===== src/rtl/raddr_gen_mc_pkg.sv =====
// Shared types and helpers for the multi-channel read-address generator.
package raddr_gen_pkg;

  typedef enum logic {
    RUN  = 1'b0,
    WAIT = 1'b1
  } rg_state_e;

  // Heads beyond the line length mean "line fully written"; saturate at num.
  function automatic logic [31:0] clamp_head(input logic [31:0] h, input logic [31:0] num);
    return (h > num) ? num : h;
  endfunction

  // Unsigned minimum of two values.
  function automatic logic [31:0] min_u(input logic [31:0] a, input logic [31:0] b);
    return (a < b) ? a : b;
  endfunction

endpackage


===== src/rtl/raddr_gen_mc_head_min.sv =====
// Masked minimum over the write heads (with clamp) plus "any enabled head still open".
module raddr_head_min
  import raddr_gen_pkg::*;
#(
  parameter int CH  = 2,
  parameter int AW  = 11,
  parameter int NUM = 1280
) (
  input  logic [CH*AW-1:0] head_i,
  input  logic [CH-1:0]    ch_en_i,
  output logic [AW-1:0]    lim_o,
  output logic             any_open_o
);

  logic [AW-1:0] hc;
  logic          found;

  // Walk the channels; a disabled mask yields lim=0 so nothing is issued.
  always_comb begin
    lim_o      = '0;
    any_open_o = 1'b0;
    found      = 1'b0;
    hc         = '0;
    for (int i = 0; i < CH; i++) begin
      hc = AW'(clamp_head(32'(head_i[i*AW +: AW]), 32'(NUM)));
      if (ch_en_i[i]) begin
        lim_o = found ? AW'(min_u(32'(lim_o), 32'(hc))) : hc;
        found = 1'b1;
        if (hc != AW'(NUM)) any_open_o = 1'b1;
      end
    end
  end

endmodule


===== src/rtl/raddr_gen_mc.sv =====
// Line-buffer read-address generator: one sweep 0..NUM-1 per line, never
// overtaking the slowest enabled write head, with ready/valid backpressure.
// Optional statistics counters are enabled by defining RADDR_GEN_MC_STAT_EN.
module raddr_gen_mc
  import raddr_gen_pkg::*;
#(
  parameter  int NUM   = 1280,
  parameter  int CH    = 2,
  parameter  int LINES = 720,
  localparam int AW    = $clog2(NUM+1),
  localparam int LW    = (LINES > 1) ? $clog2(LINES) : 1
) (
  input  logic             clk,
  input  logic             rstn,
  input  logic             sof,
  input  logic [CH*AW-1:0] head,
  input  logic [CH-1:0]    ch_en,
  input  logic             rd_ready,
  output logic [AW-1:0]    rd_addr,
  output logic             rd_valid,
  output logic             rd_sol,
  output logic             rd_eol,
  output logic             finish,
  output logic             frame_done,
`ifdef RADDR_GEN_MC_STAT_EN
  output logic [15:0]      starve_cnt,
  output logic [15:0]      stall_cnt,
`endif
  output logic [LW-1:0]    line_cnt
);

  rg_state_e     state_q, state_d;
  logic [AW-1:0] cur_q, cur_d;
  logic [AW-1:0] addr_q, addr_d;
  logic          vld_q, vld_d, sol_q, sol_d, eol_q, eol_d;
  logic          fin_q, fin_d, fd_q, fd_d;
  logic [LW-1:0] line_q, line_d;

  logic [AW-1:0] lim;
  logic          any_open;
  logic          slot, hs, issue;

  raddr_head_min #(.CH(CH), .AW(AW), .NUM(NUM)) u_hmin (
    .head_i    (head),
    .ch_en_i   (ch_en),
    .lim_o     (lim),
    .any_open_o(any_open)
  );

  // Output register is free when empty or being drained this cycle.
  assign slot  = !vld_q || rd_ready;
  assign hs    = vld_q && rd_ready;
  assign issue = (state_q == RUN) && slot && (cur_q < AW'(NUM)) && (cur_q < lim);

  // Next-state: sof overrides everything; a stalled beat holds all rd_* fields.
  always_comb begin
    state_d = state_q;
    cur_d   = cur_q;
    addr_d  = addr_q;
    vld_d   = vld_q;
    sol_d   = sol_q;
    eol_d   = eol_q;
    line_d  = line_q;
    fin_d   = 1'b0;
    fd_d    = 1'b0;
    if (sof) begin
      cur_d   = '0;
      vld_d   = 1'b0;
      line_d  = '0;
      state_d = RUN;
    end else begin
      case (state_q)
        RUN: begin
          if (hs && eol_q) begin
            fin_d   = 1'b1;
            state_d = WAIT;
            if (line_q == LW'(LINES-1)) begin
              line_d = '0;
              fd_d   = 1'b1;
            end else begin
              line_d = line_q + LW'(1);
            end
          end
          if (issue) begin
            addr_d = cur_q;
            vld_d  = 1'b1;
            sol_d  = (cur_q == '0);
            eol_d  = (cur_q == AW'(NUM-1));
            cur_d  = cur_q + AW'(1);
          end else if (slot) begin
            vld_d = 1'b0;
          end
        end
        WAIT: begin
          vld_d = 1'b0;
          // Rearm once some enabled writer has started the next line.
          if (any_open) begin
            cur_d   = '0;
            state_d = RUN;
          end
        end
        default: state_d = RUN;
      endcase
    end
  end

  // State and output registers.
  always_ff @(posedge clk or negedge rstn) begin
    if (!rstn) begin
      state_q <= RUN;
      cur_q   <= '0;
      addr_q  <= '0;
      vld_q   <= 1'b0;
      sol_q   <= 1'b0;
      eol_q   <= 1'b0;
      fin_q   <= 1'b0;
      fd_q    <= 1'b0;
      line_q  <= '0;
    end else begin
      state_q <= state_d;
      cur_q   <= cur_d;
      addr_q  <= addr_d;
      vld_q   <= vld_d;
      sol_q   <= sol_d;
      eol_q   <= eol_d;
      fin_q   <= fin_d;
      fd_q    <= fd_d;
      line_q  <= line_d;
    end
  end

  assign rd_addr    = addr_q;
  assign rd_valid   = vld_q;
  assign rd_sol     = sol_q;
  assign rd_eol     = eol_q;
  assign finish     = fin_q;
  assign frame_done = fd_q;
  assign line_cnt   = line_q;

`ifdef RADDR_GEN_MC_STAT_EN
  logic [15:0] starve_q, stall_q;
  logic        starve_inc, stall_inc;

  assign starve_inc = (state_q == RUN) && slot && !(cur_q < lim);
  assign stall_inc  = vld_q && !rd_ready;

  // Saturating event counters, cleared at start of frame.
  always_ff @(posedge clk or negedge rstn) begin
    if (!rstn) begin
      starve_q <= '0;
      stall_q  <= '0;
    end else if (sof) begin
      starve_q <= '0;
      stall_q  <= '0;
    end else begin
      if (starve_inc && starve_q != 16'hFFFF) starve_q <= starve_q + 16'd1;
      if (stall_inc  && stall_q  != 16'hFFFF) stall_q  <= stall_q  + 16'd1;
    end
  end

  assign starve_cnt = starve_q;
  assign stall_cnt  = stall_q;
`endif

endmodule


===== config.mk =====
export PLATFORM = sky130hd
export DESIGN_NAME = raddr_gen_mc
export DESIGN_NICKNAME = d
export VERILOG_FILES = /design/src/rtl/raddr_gen_mc_pkg.sv /design/src/rtl/raddr_gen_mc_head_min.sv /design/src/rtl/raddr_gen_mc.sv
export SDC_FILE = /design/constraint.sdc
export NUM_CORES = 1
export LEC_CHECK = 0
export ABC_CLOCK_PERIOD_IN_PS = 2970
export CORE_MARGIN = 5
export CORE_UTILIZATION = 52
export DETAILED_ROUTE_END_ITERATION = 16
export GPL_TIMING_DRIVEN = 0
export PLACE_DENSITY = 0.81
export SLEW_MARGIN = 5
export SYNTH_ARGS = -nofsm -noshare
export SYNTH_HDL_FRONTEND = slang
export SYNTH_SLANG_ARGS = --single-unit
export TNS_END_PERCENT = 1

===== constraint.sdc =====
create_clock -name clk -period 2.97 [get_ports clk]
set_input_delay 0.891 -clock clk [delete_from_list [all_inputs] [get_ports clk]]
set_output_delay 0.891 -clock clk [all_outputs]
set_load 0.1 [all_outputs]

## After elaboration in Yosys (flattened, before gate mapping)

Index checks and enable logic that the tools add are counted.
Widths: inputs -> output; s select.

| storage, ports and cells | value |
|---|---|
| memories | 0 |
| bits in writable memories | 0 |
| input bits | 28 |
| register bits after elaboration | 38 |
| memory bits (read-only) | 0 |
| output and inout bits | 26 |
| latch bits | 0 |

| operators by class | value |
|---|---|
| reduce and logical (&&, ||, !) cells | 12 |
| multiply operators | 0 |
| order comparisons | 5 |
| div/mod/pow operators | 0 |
| shifts and indexed selects | 0 |
| add/subtract/negate cells | 2 |
| multiplexer cells | 33 |
| bitwise logic cells | 2 |
| equality and inequality tests | 8 |

Operator list:

| operator | number |
|---|---|
| $mux 11 | 9 |
| $mux 10 | 4 |
| $gt 11x11->1 const B | 2 |
| $lt 11x11->1 | 2 |
| $ne 11x11->1 const B | 2 |
| $pmux 11 s2 | 1 |
| $mux 1 | 17 |
| $add 11x1->11 const B | 1 |
| $eq 11x11->1 const B | 1 |
| $logic_not 11->1 | 1 |
| $lt 11x11->1 const B | 1 |
| $add 10x1->10 const B | 1 |
| $eq 10x10->1 const B | 1 |
| $logic_and 1x1->1 | 5 |
| $ne 4x4->1 const B | 1 |
| $pmux 1 s2 | 2 |
| $reduce_and 2->1 | 2 |
| $ne 3x2->1 const B | 1 |
| $ne 3x3->1 const B | 1 |
| $reduce_and 3->1 | 1 |
| $ne 2x2->1 const B | 1 |
| $not 1->1 | 2 |
| $reduce_bool 2->1 | 1 |
| $logic_not 1->1 | 1 |
| $logic_or 1x1->1 | 1 |

## Longest topological paths before layout

Gate-level depths: netlist of run 1.

| logic depth | value |
|---|---|
| depth after elaboration | 12 |
| mapped depth | 24 |

## Cells and area by module

A second synthesis of run 1 with hierarchy kept.

| unflattened totals | value |
|---|---|
| cells, all modules | 331 |
| area, all modules | 3037.9 µm² |

By module, submodules not included:

| module | times used | cells an instance | area an instance (µm²) |
|---|---|---|---|
| raddr_gen_mc | 1 | 222 | 2222.1 |
| raddr_head_min | 1 | 109 | 815.8 |

## Worst setup path after synthesis of run 1

OpenSTA, ideal clock, no wires.

| timing | value |
|---|---|
| path type | input to register |
| start | input port head[4] |
| end | register cur_q[5] |
| cell stages on the path | 23 |
| path slack | -2.049 ns |
| arrival | 4.890 ns |
| cell sequence | nor4_1 > a21boi_0 > o21ai_0 > and3_1 > ha_1 > and4_1 > a2111oi_0 > o21ai_1 > nor2_1 > mux2i_1 > nor2_1 > a32oi_1 > ha_1 > a21o_1 > a21o_1 > a21oi_1 > o221a_2 > and3_1 > clkbuf_1 > nand3_1 > a21o_1 > nand2_1 > o31ai_1 |

| between the ends | value |
|---|---|
| cells in the longest elaborated chain, start to end | 11 |

Ends and longest elaborated chain:

| what | line | RTL |
|---|---|---|
| start: declaration | raddr_gen_mc.sv:16 | `input logic [CH*AW-1:0] head,` |
| $gt 11x11->1 | raddr_gen_mc_pkg.sv:11 | `return (h > num) ? num : h;` |
| $mux 11 * | raddr_gen_mc_pkg.sv:11 |  |
| $mux 11 | raddr_gen_mc_head_min.sv:26 | `if (ch_en_i[i]) begin` |
| $lt 11x11->1 | raddr_gen_mc_pkg.sv:16 | `return (a < b) ? a : b;` |
| $mux 11 | raddr_gen_mc_pkg.sv:16 |  |
| $mux 11 | raddr_gen_mc_head_min.sv:27 | `lim_o = found ? AW'(min_u(32'(lim_o), 32'(hc))) : hc;` |
| $mux 11 | raddr_gen_mc_head_min.sv:26 |  |
| $lt 11x11->1 | raddr_gen_mc.sv:53 | `assign issue = (state_q == RUN) && slot && (cur_q < AW'(NUM)) && (cur_q < lim);` |
| $logic_and 1x1->1 | raddr_gen_mc.sv:53 |  |
| $ne 3x3->1 (no line) | -- |  |
| $reduce_and 2->1 (no line) * | -- |  |
| end signal: assignment | raddr_gen_mc.sv:121 | `cur_q <= cur_d;` |
| end: declaration | raddr_gen_mc.sv:33 | `logic [AW-1:0] cur_q, cur_d;` |

Every way passes the cells marked *; elsewhere a longest branch is shown, timed or not.
A chain may end at the register's enable or synchronous reset.

## Worst setup path after layout of run 1

Ends and elaborated chain as after synthesis.

==> summary.txt, run 1 <==
Routing
  – Routed wl met2: 3.54 mm
  – Via Count: 2,617
  – DRT Pass-1 Iters: 5
  – DRC: 0
  – Initial drt markers: 258
  – M1 WL: 3.14 mm
  – Max layer used: met4
  – Wirelength per Cell: 17.0 um
  – Final WL: 7.37 mm
  – Antenna Nets Post-Route: 0
  – WL met3: 560 um
  – Avg Vias per Cell: 6.04

Worst setup path
  – CP Data Arrival Time: 5.08 ns
  – Critical R2R Launch: cur_q[4]$_DFFE_PN0P_
  – Crit start category: input port
  – FF-to-FF path depth: 12
  – Crit Path Max Fanout: 5
  – Flop2flop setup slack: 0.47 ns
  – Crit Path Category: in2reg
  – Capture point of the worst reg-to-reg path: cur_q[5]$_DFFE_PN0P_
  – Worst Path Required: 3.14 ns
  – Crit. End Element: flop

Clocking
  – Num Clock Sinks: 38
  – Clk_lat worst skew: 0.29 ns
  – # hold bufs at CTS: 0
  – TritonCTS clock tree: yes
  – CTS clk-pin slew, worst paths: 0.08 ns
  – Root buffer cell: clkbuf_8
  – Cts bufs inserted: 5
  – Clock buffer depth: 2
  – H-tree level count: 2

Worst hold path
  – Hold EP: rd_addr[8]$_DFFE_PN0P_
  – Hold path depth: 1
  – Hold Startpoint: rd_addr[8]$_DFFE_PN0P_
  – Worst min path class: reg2reg

Synthesis
  – Mux cell area share after synthesis: 7.75%
  – Cell Area, Synth: 0.00263 mm2
  – Dominant cells by area after synthesis: dfrtp_1 (36%), ha_1 (10%), o21ai_0 (4.4%)
  – Seq/Total Area, Yosys: 36.1%
  – EDFF count, synth: 0
  – Post-synthesis compound-gate area fraction: 21.1%
  – Top_reg_cell synth: dfrtp_1
  – Cell taking the most area after synthesis: dfrtp_1
  – Count leader, synth: dfrtp_1
  – Synth Area per Inst: 9.47 um2
  – Syn Inst Count: 278
  – Top-area cell type share of the netlist area: 36.1%
  – Net Count, Synth: 328
  – Post-synth cell types: 59
  – Area share of fa/ha/maj cells after synthesis: 10.8%
  – Post-synth ARST share: 100%
  – Synth Area in XOR/XNOR: 0.999%
  – Most common library cells after synthesis: dfrtp_1 (38), nand2_1 (25), o21ai_0 (23)
  – FF+latch count, synth: 38
  – Syn. warnings: 0
  – Main combinational cell family by area after synthesis: compound AO/OA/AOI/OAI gates
  – Simple-Gate Fraction of Synth Area: 20.1%

Floorplan
  – Initial core utilization: 54.6%
  – Die Width: 81.1 um
  – Die ar.: 0.00658 mm2
  – CORE AREA: 0.00482 mm2
  – # rows: 25
  – Die Ht: 81.1 um
  – IO Count: 54

Timing
  – Fin. max-slew vios: 0
  – Least-Margin Pin Slew: 0.992 ns
  – Final Hold Fails: 0
  – Setup TNS: -46.14 ns
  – Hold Slack: 0.511 ns
  – Max-Slew Margin vs Limit: 33.7%
  – Post-route setup slack: -1.94 ns
  – Unrepaired setup endpoints after global routing: true
  – Setup Skew: 0.00938 ns
  – Tmin final: 4.91 ns
  – Max Clk Rate: 204 MHz
  – Final setup violation count: 25
  – Tcrit/Tclk final: 165%

Final layout
  – # diodes: 0
  – Synth-to-Final Area Change: 43.9%
  – Finished Layout Cells: 433
  – Final Net Count: 415
  – Share of cells above drive strength 1: 27.9%

Placement
  – GP Congestion: 0.895
  – DP HPWL: 5.04 mm
  – Post-Place Cells: 397
  – Buffers on Ports: 52

Global routing
  – Number of global-route vias before repair: 2,497
  – Largest net degree at the start of global routing: 39
  – First-pass GRT wire length: 12.4 mm
  – GRT Resource Usage Total: 24.3%
  – Antenna violations before repair: 0
  – Global route overflow: 0

Run status
  – Status: finished, violations left
  – Violated checks: negative setup slack

Power
  – Worst VDD drop: 0.621 mV
  – Pleak: 0.00172 uW
  – PD cells: 382 mW/mm2

Job
  – Max-cap violations: 0
## worst max-delay path by stage
| stage | slack (ns) | startpoint | to |
|---|---|---|---|
| final | -1.94 | head[4] | cur_q[5]$_DFFE_PN0P_ |
| after global placement | -3.14 | head[4] | rd_eol$_DFFE_PN0P_ |
| after detailed placement | -3.25 | head[0] | cur_q[5]$_DFFE_PN0P_ |
| after floorplan | -1.80 | head[4] | rd_eol$_DFFE_PN0P_ |
| after CTS | -1.78 | head[3] | rd_addr[9]$_DFFE_PN0P_ |
| after global routing | -2.17 | head[1] | rd_sol$_DFFE_PN0P_ |
## stage by stage
stage | instance area (um2) | power (uW) | utilization [%] | worst slack (ns)
2_1_floorplan | 2660 | 862 | - | -1.80
3_3_place_gp | 3270 | 989 | 67.8 | -3.14
3_5_place_dp | 3260 | 995 | 67.7 | -3.25
4_1_cts | 3710 | 1440 | 77.1 | -1.78
5_1_grt | 3790 | 1520 | 78.6 | -2.17
6_report | 3790 | 1450 | 78.6 | -1.94
## registers in the layout (all words and copies together) (netlist names)
register / cells
state_q: 1
cur_q: 11
finish: 1
rd_eol: 1
rd_addr: 11
line_cnt: 10
frame_done: 1
rd_sol: 1
rd_valid: 1
## area by class of cell
cell class | count | area (um2)
Sequential cell | 38 | 951
Timing Repair Buffer | 80 | 748
Inverter | 9 | 33.8
Clock inverter | 2 | 12.5
Buffer | 9 | 88.8
Multi-Input combinational cell | 222 | 1790
Tap cell | 67 | 83.8
Fill cell | 316 | 1030
Clock buffer | 6 | 82.6
## placed cells by master, fill, tap and decap left out, drive strengths merged, types with 2 or more instances in the layout
cell type	synthesis	routed
nor4	2	2
ha	22	22
a21boi	2	2
o21ai	27	27
a2bb2oi	2	2
nand4	7	7
a31oi	4	4
clkdlybuf4s15	0	2
nor2b	2	2
o211ai	5	5
nand2	25	25
clkdlybuf4s50	0	36
mux2	14	14
a32oi	3	3
inv	9	9
and2	2	2
dfrtp	38	38
mux2i	2	2
and3	14	14
or4	3	3
dlygate4sd2	0	6
or2	3	3
buf	2	38
nand2b	2	2
a21o	5	5
nor3	4	4
clkbuf	7	13
xor2	2	2
a21oi	11	11
a2111oi	2	2
nor2	17	17
o31ai	3	3
nand3	15	15
o21a	3	3
## metal layers
layer / global-route usage [%] / vias up
met5: 0 / -
met4: 7.43 / 0
met3: 5.43 / 16
met2: 38.1 / 114
met1: 33.5 / 1252
li1: - / 1235
## cells by family (layout without fill, tap and decap cells)
logic type | count (synthesis) | in the layout
AOI/OAI and AO/OA | 78 | 78
DFF | 38 | 38
muxes | 16 | 16
xor gates and xnor gates | 3 | 3
adders and majority gates | 23 | 23
buffers and inverters | 18 | 106
and+or+nand+nor | 102 | 102
## power breakdown
part           total, uW  switching (uW)  internal [uW]
combinational        516             303            212
clock                368             182            186
sequential           562            22.1            540
total               1450             507            939
## critical path, stage by stage
cell	delay, ns
buf_2	0.13
nor4_4	0.27
a21boi_2	0.10
o21ai_2	0.20
buf_6	0.14
and3_4	0.20
ha_4	0.13
nand2_2	0.03
a31o_1	0.21
a2111oi_4	0.41
nor2_2	0.09
mux2i_2	0.23
nor2_2	0.08
a32oi_1	0.17
ha_1	0.27
a21o_1	0.19
a21o_1	0.17
a21oi_2	0.14
o221a_4	0.22
buf_6	0.10
and3_4	0.17
buf_8	0.11
nand3_2	0.09
a21o_1	0.18
nand2_1	0.07
o31ai_1	0.07
## repair_timing
action / in CTS / in global routing
endpoints found under the setup margin: 25 / 25
gates cloned: 2 / 0
buffers inserted: 20 / 6
pin swaps: 27 / 16
gates resized for setup: 90 / 10
Note: power is estimated with default switching activity, not from simulation.
==> inputs of run 2 (changes only) <==
ABC_CLOCK_PERIOD_IN_PS = 4100   (was 2970)
CORE_UTILIZATION = 47   (was 52)
PLACE_DENSITY = 0.77   (was 0.81)
clock period = 4.1 ns   (was 2.97 ns; I/O delays follow)
==> run 2 against run 1 <==
  * The flow still finishes with violations (negative setup slack)
  * Power decreased by 27%
  * Count of clock-buffer cells in the layout up 1
  * First-iteration DRC count decreased by 28%
  * Non-clock buffer count shrank 3
  * Via count fell by 2.7%
  * Combinational power fell by 25%
  * Worst setup slack better by 0.72 ns
  * Worst hold slack got worse by 0.0041 ns
  * Wire length shrank 2.1%
  * Sequential share of layout area down 0.33 points
  * Critical path depth is 1 lower
  * Cell count up 0.46%
  * Critical endpoint is now rd_eol$_DFFE_PN0P_
  * Highest routed layer unchanged
==> summary.txt, run 2 (synthesis gave the netlist of run 1 again) <==
Global routing
  – Number of global-route vias before repair: 2,476 (was 2,497)
  – Met2 GRT Util: 31.0% (was 38.1%)
  – Global route overflow: 0 (unchanged)
  – Met3 global-route usage: 4.17% (was 5.43%)
  – GRT Resource Usage Total: 19.8% (was 24.3%)
  – Largest net degree at the start of global routing: 39 (unchanged)
  – Most used routing layer: met2 (unchanged)
  – Met1 GRT Util: 27.6% (was 33.5%)
  – First-pass GRT wire length: 11.7 mm (was 12.4 mm)
  – Antenna violations before repair: 0 (unchanged)

Clocking
  – Root buffer cell: clkbuf_8 (unchanged)
  – TritonCTS clock tree: yes (unchanged)
  – Clock buffer depth: 2 (unchanged)
  – Clk_lat worst skew: 0.29 ns (about the same)
  – Num Clock Sinks: 38 (unchanged)
  – CTS clk-pin slew, worst paths: 0.07 ns (was 0.08 ns)
  – Cts bufs inserted: 5 (unchanged)
  – H-tree level count: 2 (unchanged)

Worst setup path
  – CP Data Arrival Time: 5.50 ns (was 5.08 ns)
  – Critical R2R Launch: cur_q[4]$_DFFE_PN0P_ (unchanged)
  – Crit Path Max Fanout: 5 (unchanged)
  – Crit start category: input port (unchanged)
  – Worst Setup SP: head[5] (was head[4])
  – FF-to-FF path depth: 10 (was 12)
  – Worst Path Required: 4.28 ns (was 3.14 ns)
  – Crit. End Element: flop (unchanged)
  – Crit Path Category: in2reg (unchanged)

Timing
  – Fin. max-slew vios: 0 (unchanged)
  – Hold Slack: 0.507 ns (was 0.511 ns)
  – Setup Skew: 0.00885 ns (was 0.00938 ns)
  – Post-route setup slack: -1.22 ns (was -1.94 ns)
  – Final Hold Fails: 0 (unchanged)
  – Tmin final: 5.32 ns
  – Least-Margin Pin Slew: 0.978 ns (was 0.992 ns)
  – Final setup violation count: 25 (unchanged)
  – Max-Slew Margin vs Limit: 34.6% (was 33.7%)
  – Unrepaired setup endpoints after global routing: true (unchanged)
  – Max Clk Rate: 188 MHz
  – Tcrit/Tclk final: 130%

Final layout
  – Synth-to-Final Area Change: 45.8% (was 43.9%)
  – Final Net Count: 412 (was 415)
  – # diodes: 0 (unchanged)
  – Most frequent cells in the layout: dfrtp_1 (38), clkdlybuf4s50_1 (36), nand2_1 (24) (was dfrtp_1 (38), clkdlybuf4s50_1 (36), nand2_1 (23))
  – Post-Route Utilization: 70.1% (was 78.6%)
  – Share of cells above drive strength 1: 27.0% (was 27.9%)
  – Most common cell after layout, fill and taps aside: dfrtp_1 (unchanged)

Power
  – Pleak: 0.00174 uW (was 0.00172 uW)
  – Worst VDD drop: 0.376 mV (was 0.621 mV)
  – PD cells: 276 mW/mm2 (was 382 mW/mm2)

Routing
  – Avg Vias per Cell: 5.85 (was 6.04)
  – DRT Pass-1 Iters: 4 (was 5)
  – Final WL: 7.21 mm (was 7.37 mm)
  – Antenna Nets Post-Route: 0 (unchanged)
  – DRC: 0 (unchanged)
  – Wirelength per Cell: 16.6 um (was 17.0 um)
  – Initial drt markers: 186 (was 258)
  – Via Count: 2,546 (was 2,617)

Worst hold path
  – Hold Startpoint: rd_addr[2]$_DFFE_PN0P_ (was rd_addr[8]$_DFFE_PN0P_)
  – Worst min path class: reg2reg (unchanged)
  – Hold path depth: 1 (unchanged)

Floorplan
  – Die Ht: 84.8 um (was 81.1 um)
  – Die Width: 84.8 um (was 81.1 um)
  – Initial core utilization: 48.1% (was 54.6%)
  – # rows: 27 (was 25)
  – CORE AREA: 0.00547 mm2 (was 0.00482 mm2)
  – Die ar.: 0.00719 mm2 (was 0.00658 mm2)
  – IO Count: 54 (unchanged)

Placement
  – Dpl ws: -2.39 ns (was -3.25 ns)
  – GP Congestion: 0.859 (was 0.895)
  – Buffers on Ports: 52 (unchanged)
  – DP HPWL: 4.90 mm (was 5.04 mm)

Job
  – Max-cap violations: 0 (unchanged)

Run status
  – Violated checks: negative setup slack (unchanged)
  – Status: finished, violations left (unchanged)
[run 2: cell types whose count changed in the layout (fill, tap and decap cells not counted), moves of 3 or more]
cell,delta
mux2_2,-4
mux2_4,+4
a21oi_1,-3
a21oi_2,+3
[run 2: metal layers]
layer	vias to the layer above	routed length [um]
li1	1226	-
met1	1252	3280
met2	53	3450
met3	15	327
met4	0	143
met5	-	0
[run 2: critical path, stage by stage]
cell,delay (ns)
buf_8,0.10
nor4_4,0.31
a21boi_4,0.10
o21ai_2,0.20
buf_6,0.13
and3_4,0.18
ha_1,0.12
nand2_1,0.05
a31o_1,0.21
a2111oi_4,0.33
buf_4,0.18
buf_4,0.11
buf_4,0.11
o21ai_4,0.08
buf_4,0.18
o32a_1,0.19
ha_1,0.32
nand4_1,0.18
nor2_2,0.17
o21ai_2,0.08
o211a_1,0.25
buf_6,0.14
buf_12,0.13
buf_12,0.13
mux2_4,0.29
[run 2: stage by stage]
| step | instances | total power [uW] | TNS (ns) | cell area, um2 |
|---|---|---|---|---|
| 2_1_floorplan | 278 | 624 | -22.45 | 2660 |
| 3_3_place_gp | 402 | 716 | -54.92 | 3270 |
| 3_5_place_dp | 402 | 721 | -57.18 | 3270 |
| 4_1_cts | 428 | 1040 | -24.70 | 3690 |
| 5_1_grt | 435 | 1110 | -31.49 | 3840 |
| 6_report | 435 | 1060 | -27.99 | 3840 |
[run 2: path summary, 6_finish.rpt]
kind / slack (ns) / to
worst max-delay path: -1.22 / rd_eol$_DFFE_PN0P_
worst max register to register: 1.64 / rd_eol$_DFFE_PN0P_
max in group asynchronous: 2.53 / cur_q[0]$_DFFE_PN0P_
worst min register to register: 0.51 / rd_addr[2]$_DFFE_PN0P_
min in group asynchronous: 1.04 / line_cnt[9]$_DFFE_PN0P_
worst min-delay path: 0.51 / rd_addr[2]$_DFFE_PN0P_
[run 2: layout make-up]
cell class,count,area (um2)
inverters,9,36.3
repair buffers,77,751
fillers,414,1640
clock buffers,7,86.3
flip-flops and latches,38,951
multi-input cells,222,1830
clock inverters,1,5.00
well taps,72,90.1
plain buffers,9,87.6
[run 2: timing repair]
action	4_1_cts	5_1_grt
buffers inserted	17	7
pin swaps	26	22
hold buffers	0	0
cloned	1	0
gates resized for setup	87	24
endpoints found under the setup margin	25	25
[run 2: power breakdown]
group	switching [uW]	internal [uW]
clock	129	136
combinational	226	161
sequential	15.3	391
total	370	688
==> inputs of run 3 (changes only) <==
CAP_MARGIN = 20   (was unset)
==> results of run 3 <==
Same layout as run 2: the final DEF is identical, and so are final timing and power.
